**src/rtl/wb_write_arbiter.sv**
```systemverilog
// Register-file write-port initiator: merges the in-order ALU writeback with a
// FIFO-buffered load-return stream, with starvation relief and hazard reporting.
module wb_write_arbiter #(
  parameter int unsigned XLEN       = 32,
  parameter int unsigned DEPTH      = 4,
  parameter int unsigned STARVE_MAX = 8
) (
  input  logic                       clk,
  input  logic                       rst_n,
  input  logic                       alu_valid,
  input  logic [4:0]                 alu_rd,
  input  logic [XLEN-1:0]            alu_data,
  output logic                       alu_stall,
  input  logic                       ld_valid,
  output logic                       ld_ready,
  input  logic [4:0]                 ld_rd,
  input  logic [XLEN-1:0]            ld_data,
  output logic                       reg_write,
  output logic [4:0]                 rd,
  output logic [XLEN-1:0]            write_data,
  output logic [31:0]                pending_mask,
  output logic [$clog2(DEPTH):0]     fifo_count,
  output logic                       proto_err
);

  localparam int unsigned PW = $clog2(DEPTH);
  localparam int unsigned CW = PW + 1;
  localparam int unsigned SW = $clog2(STARVE_MAX + 1);

  logic [4:0]      fifo_rd   [DEPTH];
  logic [XLEN-1:0] fifo_data [DEPTH];
  logic [DEPTH-1:0] aged;
  logic [PW-1:0]   wr_ptr, rd_ptr;
  logic [CW-1:0]   count;
  logic [SW-1:0]   starve_cnt, starve_nxt;
  logic            stall_nxt;
  logic            nonempty, avail, push, pop, sel_alu, waw;
  logic [4:0]      head_rd;
  logic [XLEN-1:0] head_data;

  assign fifo_count = count;
  assign ld_ready   = (count != CW'(DEPTH));
  assign nonempty   = (count != '0);
  // An entry becomes poppable only after one full cycle in the FIFO (no bypass).
  assign avail      = nonempty && aged[rd_ptr];
  assign push       = ld_valid && ld_ready && (ld_rd != 5'd0);
  assign sel_alu    = alu_valid && !alu_stall;
  assign pop        = avail && (alu_stall || !alu_valid);
  assign head_rd    = fifo_rd[rd_ptr];
  assign head_data  = fifo_data[rd_ptr];
  assign waw        = alu_valid && (alu_rd != 5'd0) && pending_mask[alu_rd];

  always_comb begin
    pending_mask = '0;
    for (int unsigned k = 0; k < DEPTH; k++) begin
      if (CW'(k) < count) pending_mask[fifo_rd[rd_ptr + PW'(k)]] = 1'b1;
    end
    pending_mask[0] = 1'b0;
  end

  always_comb begin
    starve_nxt = starve_cnt;
    stall_nxt  = alu_stall;
    if (pop || !nonempty) begin
      starve_nxt = '0;
      stall_nxt  = 1'b0;
    end else if (sel_alu) begin
      starve_nxt = starve_cnt + SW'(1);
    end
    if (!pop && nonempty && (starve_nxt == SW'(STARVE_MAX))) stall_nxt = 1'b1;
  end

  always_ff @(posedge clk) begin
    if (push) begin
      fifo_rd[wr_ptr]   <= ld_rd;
      fifo_data[wr_ptr] <= ld_data;
    end
  end

  always_ff @(posedge clk or negedge rst_n) begin
    if (!rst_n) begin
      wr_ptr     <= '0;
      rd_ptr     <= '0;
      count      <= '0;
      aged       <= '0;
      starve_cnt <= '0;
      alu_stall  <= 1'b0;
      proto_err  <= 1'b0;
      reg_write  <= 1'b0;
      rd         <= '0;
      write_data <= '0;
    end else begin
      for (int unsigned i = 0; i < DEPTH; i++) begin
        aged[i] <= !(push && (wr_ptr == PW'(i)));
      end
      if (push) wr_ptr <= wr_ptr + PW'(1);
      if (pop)  rd_ptr <= rd_ptr + PW'(1);
      if (push && !pop)      count <= count + CW'(1);
      else if (pop && !push) count <= count - CW'(1);
      starve_cnt <= starve_nxt;
      alu_stall  <= stall_nxt;
      proto_err  <= proto_err | (alu_valid && alu_stall) | waw;
      if (pop) begin
        reg_write  <= (head_rd != 5'd0);
        rd         <= head_rd;
        write_data <= head_data;
      end else if (sel_alu) begin
        reg_write  <= (alu_rd != 5'd0);
        rd         <= alu_rd;
        write_data <= alu_data;
      end else begin
        reg_write  <= 1'b0;
      end
    end
  end

endmodule

```
**config.mk**
```make
export PLATFORM = sky130hd
export DESIGN_NAME = wb_write_arbiter
export DESIGN_NICKNAME = d
export VERILOG_FILES = /design/src/rtl/wb_write_arbiter.sv
export SDC_FILE = /design/constraint.sdc
export NUM_CORES = 1
export LEC_CHECK = 0
export CAP_MARGIN = 30
export CORE_MARGIN = 1.5
export CORE_UTILIZATION = 50
export CTS_BUF_LIST = sky130_fd_sc_hd__clkbuf_16
export DETAILED_ROUTE_END_ITERATION = 16
export PLACE_DENSITY = 0.8
export SLEW_MARGIN = 25
export SYNTH_ARGS = -nofsm -noshare
export SYNTH_HDL_FRONTEND = slang
export SYNTH_SLANG_ARGS = --single-unit
```
**constraint.sdc**
```tcl
create_clock -name clk -period 4.55 [get_ports clk]
set_input_delay 0.91 -clock clk [delete_from_list [all_inputs] [get_ports clk]]
set_output_delay 0.91 -clock clk [all_outputs]
set_load 0.01 [all_outputs]
```
==> flow_summary_export.csv, run 1 <==
group,metric,value,unit
logic_synthesis,synthesis.area,10100,um^2
cts,cts.sinks,203,
logic_synthesis,synth_flop_cell,"edfxtp_1",
worst_setup_path,critPathMaxFanout,35,
cells_and_area,area_delta_synth_final,23.5,%
route,num_vias,7189,
logic_synthesis,synth.net_count,834,
cts,cts.path.max_buffers,3,
placement,post-dp-hpwl,18.3,mm
route,drc,0,
placement,dpl-instance-area,11900,um^2
logic_synthesis,synth_edf_count,148,
worst_setup_path,cp_data_required_time,3.64,ns
timing,final.setup.tns,0,ns
floorplanning,initial_core_util,51.4,%
route,wl_met1,10.3,mm
timing,setup_viol,0,
logic_synthesis,yosys-top-cells-area,"edfxtp_1, dfrtp_1, mux4_2",
route,first_pass_iters,5,
placement,dp_slack,0.639,ns
logic_synthesis,ys_types,75,
worst_setup_path,endpoint_kind,"output pin",
route,routed_wl,26.4,mm
global_routing,first_global_vias,7347,
logic_synthesis,synth_area_leader_cell,"edfxtp_1",
route,vias_per_cell,6.12,
timing,finalHoldViolCount,0,
route,met3WireLength,2.15,mm
logic_synthesis,synth_top_area_share,44.0,%
logic_synthesis,synth_top_family_by_area,"multiplexers",
timing,slew_headroom,46.9,%
cts,worstSkewPairLatency,0.49,ns
worst_setup_path,criticalPathCategory,"reg -> out",
power_and_ir_drop,power.density_cell_area,688,nW/um^2
route,antenna_left,0,
cts,cts_root_buf,"clkbuf_16",
route,highest_layer,"met4",
route,dr.first_iter.drc_count,529,
run,max_cap_violations,0,
logic_synthesis,yosysWarnings,0,
timing,clock.fmax,228,MHz
power_and_ir_drop,ir_drop,0.000432,V
cells_and_area,fin_nets,984,
floorplanning,die_area,21100,um^2
floorplanning,die_h,145,um
timing,period_share,96.4,%
logic_synthesis,ys_ff_latch,203,
global_routing,grt_pass1_wl,42.1,mm
timing,fin_crit,4.39,ns
floorplanning,core,19700,um^2
power_and_ir_drop,power,8.59,mW
logic_synthesis,synthMostInstantiatedCell,"edfxtp_1",
global_routing,antenna_found_initial,0,
status,outcome,"completed",
cells_and_area,final_area,12500,um^2
cts,cts_tree,"done",
timing,setup_ws,0.162,ns
worst_setup_path,start_kind,"register",
cells_and_area,antenna_cells,0,
cts,ctsHtreeMaxLevel,1,
global_routing,grt_util_all_layers,25.3,%
min_path,hp-class,"in -> async",
power_and_ir_drop,p_leak,4.49,nW
global_routing,grt_max_degree,43,
logic_synthesis,synth_compound_area_share,8.34,%
logic_synthesis,synth_xor_area_share,0.780,%
timing,report.final.slew_viol_count,0,
floorplanning,die_x,145,um
logic_synthesis,synth.avg_cell_area,13.5,um^2
logic_synthesis,synth.area.mux_share,16.4,%
logic_synthesis,ys_seq_area_share,57.6,%
cts,postCtsSetupBuffers,0,
route,wl_per_cell,22.4,um
cts,post_cts_resized,0,
floorplanning,io_pins,154,
worst_setup_path,rr_worst_depth,8,
placement,io_buffers,152,
logic_synthesis,async_reset_ff_share,27.1,%
logic_synthesis,yosys.area_share.adder,1.24,%
floorplanning,rows,51,
cells_and_area,layout-drive-gt1-share,12.6,%
global_routing,grt-ovfl-total,0,
timing,rsz0062_at_grt,"no",
cts,cts_buffers,21,
cts,clk_pin_slew,0.06,ns
route,wl_met2,13.0,mm
timing,worst_hold_slack,0.437,ns
worst_setup_path,critical_path_arrival,3.48,ns
logic_synthesis,synth-simple-area-share,12.7,%
cts,ctsHoldBuffers,0,
placement,routabilityCongestion,0.979,
logic_synthesis,synth_common_cells,"edfxtp_1, nand2_1, dfrtp_1",
timing,worst_pin_slew,0.797,ns
timing,finClkSkew,0.00942,ns
logic_synthesis,syn_inst,746,
[routing by layer]
layer,vias up,global-route usage [%]
met5,-,0
met4,0,8.47
met3,70,4.43
met2,387,42.5
met1,3507,33.4
li1,3225,-
[registers in the layout, indices dropped and copies added (netlist names), 2 cells and up]
name / flops
fifo_count: 3
write_data: 32
wr_ptr: 2
aged: 4
rd_ptr: 2
starve_cnt: 4
rd: 5
fifo_rd: 20
fifo_data: 128
[per-stage QoR]
| stage | utilization, % | cells |
|---|---|---|
| floorplan | - | 746 |
| global placement | 60.4 | 1138 |
| detailed placement | 60.4 | 1138 |
| CTS | 63.5 | 1175 |
| global route | 63.5 | 1175 |
| finish | 63.5 | 1175 |
[worst max-delay path: stages, from the launching register on]
cell and delay (ns):
dfrtp_2 0.69, buf_4 0.55, mux4_2 0.66, and2_1 0.22, a221o_1 0.37, clkdlybuf4s50_1 0.48
[worst paths after layout]
path                            slack (ns)                        from                         end
worst max-delay path                  0.16       rd_ptr[1]$_DFFE_PN0P_            pending_mask[29]
worst min-delay path                  0.44                       rst_n   write_data[8]$_DFFE_PN0P_
worst max register to register        0.98       rd_ptr[1]$_DFFE_PN0P_         proto_err$_DFF_PN0_
worst min register to register        0.57  write_data[24]$_DFFE_PN0P_  write_data[24]$_DFFE_PN0P_
max in group asynchronous             3.23                       rst_n       rd_ptr[0]$_DFFE_PN0P_
min in group clk                      0.57  write_data[24]$_DFFE_PN0P_  write_data[24]$_DFFE_PN0P_
[area by class of cell]
cell class	instances	area (um^2)
Fill cell	1523	7180
Clock buffer	21	526
Inverter	18	67.6
Clock inverter	16	75.1
Tap cell	265	332
Multi-Input combinational cell	485	4000
Sequential cell	203	5830
Timing Repair Buffer	167	1650
[power by group]
group | leakage [nW] | switching (mW) | internal (mW)
registers | 2.00 | 0.319 | 2.47
clock network | 0.321 | 0.669 | 0.838
logic | 2.17 | 2.35 | 1.94
[cells by family (layout without fill, tap and decap cells)]
kind of cell | count (synthesis) | after routing
flops | 203 | 203
compound gates | 124 | 124
other cells | 1 | 1
fa+ha+maj | 10 | 10
xor+xnor | 9 | 9
buf+inv | 58 | 222
simple gates | 246 | 246
mux | 95 | 95
[placed cells by master (no fill, tap or decap), drive strengths merged, types with 10 or more instances in the layout]
master / count
nor3: 21
edfxtp: 148
inv: 24
a21oi: 15
ha: 10
o21ai: 44
clkbuf: 21
mux2i: 38
nor2: 30
dfrtp: 55
clkdlybuf4s50: 151
nor2b: 10
mux4: 56
buf: 16
clkinv: 10
nand2: 83
nand3: 32
(Power assumes the default switching activity.)
==> run 2: changes to the inputs <==
Settings changed: SKIP_LAST_GASP set to 1.
Clock period 4.55 ns to 4.5 ns, I/O delays scaled along.
==> run 2 against run 1 <==
  * Core utilization about the same
  * Combinational power increased by 1%
  * Global-route usage did not move
  * Power rose by 1.2%
  * Critical path depth stayed put
  * Sequential share of layout area about the same
  * Worst setup slack lost 0.061 ns
  * Sequential power about the same
  * Register-to-register slack better by 0.09 ns
  * Critical endpoint is now pending_mask[8]
  * Highest routed layer unchanged
==> flow_summary_export.csv, run 2 (synthesis gave the netlist of run 1 again) <==
group,metric,value,unit
status,outcome,"completed",
worst_setup_path,cp_data_required_time,3.60,ns
placement,post-dp-hpwl,18.3,mm
cells_and_area,area_delta_synth_final,23.6,%
route,routed_wl,26.3,mm
timing,worst_hold_slack,0.427,ns
timing,final.setup.tns,0,ns
cells_and_area,antenna_cells,0,
global_routing,grt_pass1_wl,42.1,mm
route,drc,0,
global_routing,antenna_found_initial,0,
timing,setup_viol,0,
route,dr.first_iter.drc_count,551,
placement,dpl-instance-area,11900,um^2
cells_and_area,fin_nets,984,
floorplanning,die_area,21100,um^2
run,max_cap_violations,0,
power_and_ir_drop,p_leak,4.49,nW
cts,cts_buffers,21,
global_routing,grt-ovfl-total,0,
cells_and_area,fin_cells,1175,
timing,slew_headroom,46.1,%
worst_setup_path,critPathMaxFanout,25,
cells_and_area,final_common_cell,"clkdlybuf4s50_1",
worst_setup_path,r2r_start,"rd_ptr[1]$_DFFE_PN0P_",
timing,clock.fmax,227,MHz
floorplanning,die_x,145,um
cells_and_area,finalCoreUtilization,63.5,%
cts,cts_tree,"done",
cells_and_area,top_regs,"fifo_data x128, write_data x32, fifo_rd x20",
route,first_pass_iters,6,
global_routing,first_global_vias,7347,
placement,dp_slack,0.599,ns
cells_and_area,layout_common_cells,"clkdlybuf4s50_1, edfxtp_1, nand2_1",
cts,cts_root_buf,"clkbuf_16",
cells_and_area,layout-drive-gt1-share,12.6,%
placement,routabilityCongestion,0.979,
cells_and_area,final_area,12500,um^2
worst_setup_path,start_kind,"register",
timing,rsz0062_at_grt,"no",
cells_and_area,ff_latch_area,5830,um^2
floorplanning,io_pins,154,
placement,io_buffers,152,
floorplanning,rows,51,
worst_setup_path,endpoint_kind,"output pin",
timing,period_share,97.8,%
global_routing,grt_max_degree,43,
cells_and_area,multi_input_area,4000,um^2
cells_and_area,largest_reg_flops,128,
min_path,hp-class,"in -> async",
cells_and_area,top_register,"fifo_data",
timing,finClkSkew,0.00660,ns
timing,fin_crit,4.40,ns
worst_setup_path,critical_path_arrival,3.50,ns
power_and_ir_drop,power.density_cell_area,696,nW/um^2
cts,cts.path.max_buffers,3,
cells_and_area,fillCellCount,1525,
timing,setup_ws,0.101,ns
cts,clk_pin_slew,0.06,ns
worst_setup_path,rr_worst_depth,8,
floorplanning,initial_core_util,51.4,%
route,num_vias,7194,
route,antenna_left,0,
power_and_ir_drop,ir_drop,0.000437,V
floorplanning,core,19700,um^2
worst_setup_path,rrSetupSlack,1.07,ns
timing,finalHoldViolCount,0,
route,vias_per_cell,6.12,
timing,worst_pin_slew,0.809,ns
timing,report.final.slew_viol_count,0,
worst_setup_path,reg2reg_to,"proto_err$_DFF_PN0_",
placement,dp_cells,1138,
cts,ctsHtreeMaxLevel,1,
route,wl_per_cell,22.4,um
floorplanning,die_h,145,um
cts,cts.sinks,203,
power_and_ir_drop,power,8.69,mW
worst_setup_path,criticalPathCategory,"reg -> out",
cts,worstSkewPairLatency,0.49,ns
global_routing,grt_util_all_layers,25.3,%
==> run 2: cell types whose count changed in the layout (fill, tap and decap cells not counted) <==
| cell | change |
|---|---|
| buf_6 | +1 |
| buf_4 | -1 |
==> run 2: metal layers <==
layer,track usage (%),part of all wire [%],vias up
met4,8.47,3.6,0
met5,0,0,-
li1,-,-,3226
met1,33.4,40,3506
met3,4.43,7.6,76
met2,42.5,49,386
==> run 2: area by class of cell <==
| type | count | area share [%] |
|---|---|---|
| clock inverter | 16 | 0.601 |
| timing repair buffer | 167 | 13.3 |
| inverter | 18 | 0.541 |
| clock buffer | 21 | 4.21 |
| tap | 265 | 2.66 |
| multi-input combinational | 485 | 32.0 |
| sequential | 203 | 46.7 |
==> run 2: how the worst max path moves through the flow <==
stage / start / end / slack, ns
after CTS: rd_ptr[1]$_DFFE_PN0P_ / pending_mask[29] / 0.07
after global routing: rd_ptr[1]$_DFFE_PN0P_ / pending_mask[8] / 0.03
after detailed placement: rd_ptr[1]$_DFFE_PN0P_ / pending_mask[29] / 0.60
after floorplan: rd_ptr[0]$_DFFE_PN0P_ / pending_mask[15] / 1.43
final: rd_ptr[1]$_DFFE_PN0P_ / pending_mask[8] / 0.10
after global placement: rd_ptr[1]$_DFFE_PN0P_ / pending_mask[29] / 0.61
==> run 2: power breakdown <==
part	total [mW]	internal (mW)	switching [mW]
clock	1.52	0.847	0.675
combinational	4.34	1.96	2.38
sequential	2.82	2.50	0.323
total	8.69	5.31	3.38
==> run 2: what timing repair did <==
action,4_1_cts,5_1_grt
setup buffers,0,0
endpoints found under the setup margin,0,1
hold buffers,0,0
resized for setup,0,1
==> run 2: worst max-delay path, cell delays in order, from the launching register on <==
cell and delay (ns):
dfrtp_2 0.70, mux4_2 0.72, or3_1 0.44, o32ai_1 0.44, a211o_1 0.18, clkdlybuf4s50_1 0.54
